[src/rtl/limb_serial_adder_ctrl.sv]
// limb_serial_adder_ctrl: sequences a WIDTH-bit add through an external 16-bit adder, one limb per cycle
module limb_serial_adder_ctrl #(
  parameter int WIDTH = 64,
  parameter int LIMB  = 16
) (
  input  logic             clk,
  input  logic             rst_n,
  input  logic             in_valid,
  output logic             in_ready,
  input  logic [WIDTH-1:0] in_a,
  input  logic [WIDTH-1:0] in_b,
  input  logic             in_cin,
  output logic [LIMB-1:0]  add_x1,
  output logic [LIMB-1:0]  add_x2,
  output logic             add_cin,
  input  logic [LIMB-1:0]  add_s,
  input  logic             add_cout,
  output logic             out_valid,
  input  logic             out_ready,
  output logic [WIDTH-1:0] out_sum,
  output logic             out_cout,
  output logic             out_ovf
);
  localparam int NLIMB = WIDTH / LIMB;
  localparam int IW    = NLIMB > 1 ? $clog2(NLIMB) : 1;
  typedef enum logic [1:0] {IDLE, RUN, DONE} state_t;
  state_t           state_q, state_d;
  logic [IW-1:0]    idx_q, idx_d;
  logic             carry_q, carry_d, cout_q, cout_d, ovf_q, ovf_d;
  logic [WIDTH-1:0] a_q, a_d, b_q, b_d, sum_q, sum_d;
  logic             run, last;
  assign run       = state_q == RUN;
  assign last      = idx_q == IW'(NLIMB - 1);
  assign in_ready  = state_q == IDLE;
  assign out_valid = state_q == DONE;
  assign add_x1    = run ? a_q[LIMB*idx_q +: LIMB] : '0;
  assign add_x2    = run ? b_q[LIMB*idx_q +: LIMB] : '0;
  assign add_cin   = run & carry_q;
  assign out_sum   = sum_q;
  assign out_cout  = cout_q;
  assign out_ovf   = ovf_q;
  always_comb begin
    state_d = state_q;
    idx_d   = idx_q;
    carry_d = carry_q;
    a_d     = a_q;
    b_d     = b_q;
    sum_d   = sum_q;
    cout_d  = cout_q;
    ovf_d   = ovf_q;
    case (state_q)
      IDLE: if (in_valid) begin
        a_d     = in_a;
        b_d     = in_b;
        carry_d = in_cin;
        idx_d   = '0;
        state_d = RUN;
      end
      RUN: begin
        sum_d[LIMB*idx_q +: LIMB] = add_s;
        carry_d = add_cout;
        idx_d   = last ? '0 : idx_q + 1'b1;
        // signed overflow: like-signed operands whose top sum bit disagrees with them
        if (last) begin
          cout_d  = add_cout;
          ovf_d   = (a_q[WIDTH-1] == b_q[WIDTH-1]) & (add_s[LIMB-1] != a_q[WIDTH-1]);
          state_d = DONE;
        end
      end
      DONE: state_d = out_ready ? IDLE : DONE;
      default: state_d = IDLE;
    endcase
  end
  always_ff @(posedge clk) begin
    if (!rst_n) begin
      state_q <= IDLE;
      idx_q   <= '0;
      carry_q <= 1'b0;
      a_q     <= '0;
      b_q     <= '0;
      sum_q   <= '0;
      cout_q  <= 1'b0;
      ovf_q   <= 1'b0;
    end else begin
      state_q <= state_d;
      idx_q   <= idx_d;
      carry_q <= carry_d;
      a_q     <= a_d;
      b_q     <= b_d;
      sum_q   <= sum_d;
      cout_q  <= cout_d;
      ovf_q   <= ovf_d;
    end
  end
endmodule
[config.mk]
export PLATFORM = sky130hd
export DESIGN_NAME = limb_serial_adder_ctrl
export DESIGN_NICKNAME = d
export VERILOG_FILES = /design/src/rtl/limb_serial_adder_ctrl.sv
export SDC_FILE = /design/constraint.sdc
export NUM_CORES = 1
export LEC_CHECK = 0
export ABC_CLOCK_PERIOD_IN_PS = 2700
export CAP_MARGIN = 40
export CORE_MARGIN = 2
export CORE_UTILIZATION = 47
export DETAILED_ROUTE_END_ITERATION = 12
export GPL_TIMING_DRIVEN = 0
export PLACE_DENSITY = 0.9
export SLEW_MARGIN = 5
export SYNTH_ARGS = -nofsm -noshare
export SYNTH_HDL_FRONTEND = slang
export SYNTH_SLANG_ARGS = --single-unit
[constraint.sdc]
create_clock -name clk -period 2.7 [get_ports clk]
set_input_delay 0.54 -clock clk [delete_from_list [all_inputs] [get_ports clk]]
set_output_delay 0.54 -clock clk [all_outputs]
set_load 0.01 [all_outputs]
Word-level counts from Yosys, hierarchy flattened. Index checks and enable logic that the tools add are counted.

Register bits: 199. Bits of input ports: 150. Output and inout port bits: 101.

Add/sub/neg operators: 2. Eq/ne operators: 7. Shift operators: 4. Mux-type cells: 12. Bitwise gates (word level): 2. Reduce and logical (&&, ||, !) cells: 6.

Operators by type and width (count): 64-bit by 7-bit variable part select with 16-bit output (2); 64-bit bitwise mux (1); 16-bit by 34-bit variable shift with 64-bit output (first input constant) (1); 16-bit by 34-bit variable part select with 64-bit output (1); 6-bit negation with 34-bit output (1); 16-bit 2-to-1 mux (2); 2-bit 2-to-1 mux (5); 2-bit AND reduction (4); 2-bit case mux with 3 select lines (1); 2-bit == test (second input constant) (2); 2-bit case mux with 2 select lines (1); 2-bit by 1-bit adder with 2-bit output (second input constant) (1); 1-bit bitwise AND (2); 2-bit by 1-bit == test with 1-bit output (second input constant) (1); 2-bit logical NOT (1); 2-bit by 1-bit != test with 1-bit output (second input constant) (1); 2-bit != test (second input constant) (1); 1-bit case mux with 2 select lines (1); 2-bit nonzero test (1); 1-bit == test (1); 1-bit 2-to-1 mux (1); 1-bit != test (1).

Logic depth before layout (Yosys ltp). Gate-level depths: netlist of run 1.

Word-level depth: 3. Mapped depth: 10. Depth with buffers taken out: 5.

Worst setup path before layout of run 1. No wires, ideal clock.

Kind: flip-flop to flip-flop. From: register idx_q[1]. To: register sum_q[10] (netlist: out_sum[10]). Setup time: 0.117 ns. Arrival: 2.117 ns. Required time: 2.583 ns. Path slack: 0.466 ns. Cell stages (with the launch flop): 10. Buffers on the path: 5. Period minus slack after synthesis: 2.234 ns. Cell sequence: dfxtp_1 buf_2 buf_4 buf_2 inv_1 ha_1 and4b_1 buf_2 buf_2 a22o_1.

Word-level cells in the longest chain between the ends: 3. Elaborated cells between the ends (all ways): 4.

Ends and longest elaborated chain: start, declared (line 28) `logic [IW-1:0] idx_q, idx_d;`; start signal, assigned (line 86) `idx_q <= idx_d;`; 6-bit negation with 34-bit output * (line 60) `sum_d[LIMB*idx_q +: LIMB] = add_s;`; 16-bit by 34-bit variable part select with 64-bit output / 16-bit by 34-bit variable shift with 64-bit output (equally long branches) (line 60); 64-bit bitwise mux * (line 60); end signal, assigned (line 90) `sum_q <= sum_d;`; end, declared (line 30) `logic [WIDTH-1:0] a_q, a_d, b_q, b_d, sum_q, sum_d;`.

Mark *: on every way between the ends. The rest lies on a longest branch, timed or not. A chain may end at the register's enable or synchronous reset.

Worst setup path after layout of run 1.
From: register idx_q[1]. To: output port add_x1[14].

Word-level cells in the longest chain between the ends: 2.

Ends and longest elaborated chain: 64-bit by 7-bit variable part select with 16-bit output (line 36) `assign add_x1 = run ? a_q[LIMB*idx_q +: LIMB] : '0;`; 16-bit 2-to-1 mux (line 36); end, declared (line 13) `output logic [LIMB-1:0] add_x1,`.

No other way between the ends.

==> metrics.yaml, run 1 <==
crit_chain: "buf_8 -> buf_12 -> mux4_2 -> and2_4 -> dlygate4sd2_1"
post_drt_wl_per_cell_microns: 18.6
synth_seq_cells: 199
antenna_left: 0
yosysSeqAreaShare: 0.501
fin_crit_sh: 0.977
core_sq_um: 16600
slowest_stage: "mux4_2"
die-width_microns: 134
final.setup.worst_slack_ns: 0.0634
numCtsBuffers: 17
skew_ns: 0.00862
finalHoldViolations: 0
rows: 47
cts_tree: "done"
maxCapViolations: 0
critical_path_peak_fanout: 10
first_pass_iters: 5
syn_inst: 885
use_met1: 0.355
critPathLaunchType: "flip-flop"
layout_commonest_cell: "nand2_1"
gp_congestion: 0.841
drv_slew: 0
vias_per_cell: 5.52
vias: 7678
grt_max_degree: 18
busiest_layer: "met2"
grt_use_met3: 0.0461
timing.hold.ws_ns: 0.455
htreeDepth: 4
critPathTopFamily: "buffers and inverters"
synth_area_sq_um: 7960
dieArea_sq_um: 18000
syn_nets: 1041
fill_cells: 1252
fin_nets: 1315
insertion_delay_ns: 0.43
cp.required_ns: 2.16
finish.utilization: 0.689
cts_hold_repair.buffers: 0
cts_root_buffer: "clkbuf_16"
critPathArrivalTime_ns: 2.10
final_cell_mix: "nand2_1, clkdlybuf4s50_1, dfxtp_1, a21oi_1"
antenna_cells: 0
power_density_nw_per_um2: 583
clkTransAtPathRegs_ns: 0.07
grt_pass1_vias: 7670
status: "finished, final reports clean"
use_met2: 0.482
ir_drop_uv: 468
cp_slowest_stage_delay_ns: 0.51
drive_gt1_frac: 0.108
drt-initial-drc-count: 534
rsz0062_at_grt: "no"
dieHeight_microns: 134
ys.flop_type: "dfxtp_1"
dp_hpwl_mm: 18.7
antenna_found_initial: 0
area_delta_synth_final_pct: 43.7
tightest_slew_ns: 0.745
critPathBufInv: 3
yosysUniqueCellTypes: 35
pre_cts_slack_ns: -0.107
finalSetupViolations: 0
clock_sinks: 199
port_buffers: 249
max_slew_margin: 0.503
synthArstFlopShare: 0
track_usage: 0.281
drc: 0
synth_edf_count: 0
holdCritPathClass: "reg2reg"
drt_wl_total_mm: 25.9
total_leakage_power_nw: 4.46
io_pins: 251
worstSetupPathType: "reg2out"
avgSynthCellArea_sq_um: 8.99
placed_cells: 1354
initial_utilization: 0.480
grt_overflow: 0
instances_no_fill: 1392
grt_pass1_wl_mm: 39.4
max_freq_ghz: 0.379
end_kind: "output port"
period_needed_ns: 2.64
cts_buffer_depth: 2
yosysWarnings: 0
## worst min-delay path: stages, from the launching register on
cell	delay [ns]
dfxtp_1	0.31
nand2_1	0.05
a21oi_1	0.05
## what timing repair did
action,in CTS,in global routing
cloned,0,0
buffers inserted,5,1
setup endpoints to repair,42,5
resized for setup,65,3
## per-layer routing
layer	wire (microns)	part of all wire	vias up
li1	-	-	3552
met2	12600	0.48	415
met3	2050	0.079	71
met5	0	0	-
met1	10300	0.40	3640
met4	969	0.037	0
## state kept, by name, indices dropped and copies added (netlist names)
signal,count
a_q,64
b_q,64
out_sum,64
idx_q,2
state_q,2
carry_q,1
out_cout,1
out_ovf,1
## final timing paths
| path | cells past startpoint | slack, ns | end | start |
|---|---|---|---|---|
| worst min-delay path | 2 | 0.45 | a_q[39] | a_q[39] |
| worst min register to register | 2 | 0.45 | a_q[39] | a_q[39] |
| worst max register to register | 8 | 0.44 | out_sum[42] | idx_q[0] |
| worst max-delay path | 5 | 0.06 | add_x1[14] | idx_q[1] |
## layout make-up
| type | count | area, sq um | area share |
|---|---|---|---|
| clock buffers | 20 | 447 | 0.0391 |
| plain buffers | 75 | 522 | 0.0456 |
| inverters | 4 | 15.0 | 0.00131 |
| well taps | 220 | 275 | 0.0241 |
| repair buffers | 255 | 2510 | 0.220 |
| multi-input cells | 607 | 3530 | 0.309 |
| flip-flops and latches | 199 | 3990 | 0.349 |
| clock inverters | 12 | 140 | 0.0123 |
## kinds of logic (layout without fill, tap and decap cells)
kind of cell             count (synthesis)  count (layout)  share of synthesized area
AND/OR/NAND/NOR                        365             365                      0.193
AO/OA/AOI/OAI                          204             204                      0.150
flip-flops                             199             199                      0.501
buffers and inverters                   79             366                     0.0555
multiplexers                            32              32                     0.0906
adder cells (fa/ha/maj)                  6               6                    0.00944
## power by group
part	switching, W	internal, W	leakage (nW)
clock network	0.00116	0.00141	0.278
registers	0.0000770	0.00307	1.63
logic	0.000462	0.000488	2.56
## per-stage QoR
step	total power, W	area, sq um	TNS [ns]
after global placement	0.00409	10700	-1.18
final	0.00667	11400	0
after detailed placement	0.00412	10700	-1.49
after CTS	0.00666	11400	0
after global routing	0.00684	11400	0
after floorplan	0.00365	7960	0
## synth_stat cells (all sizes together) (4+ instances only)
master  number  area (sq um)
o22ai       32           200
ha           6          75.1
and2        33           206
a21oi      135           679
clkbuf      26          97.6
a22o        32           280
nand2      306          1150
nor2         6          22.5
inv          4          15.0
mux4        32           721
dfxtp      199          3980
buf         49           329
Power figures use the tool's default switching activity.
==> inputs of run 2 (changes only) <==
CTS_CLUSTER_DIAMETER = 40   (was unset)
==> results of run 2 <==
Same layout as run 1: the final DEF is identical, and so are final timing and power.
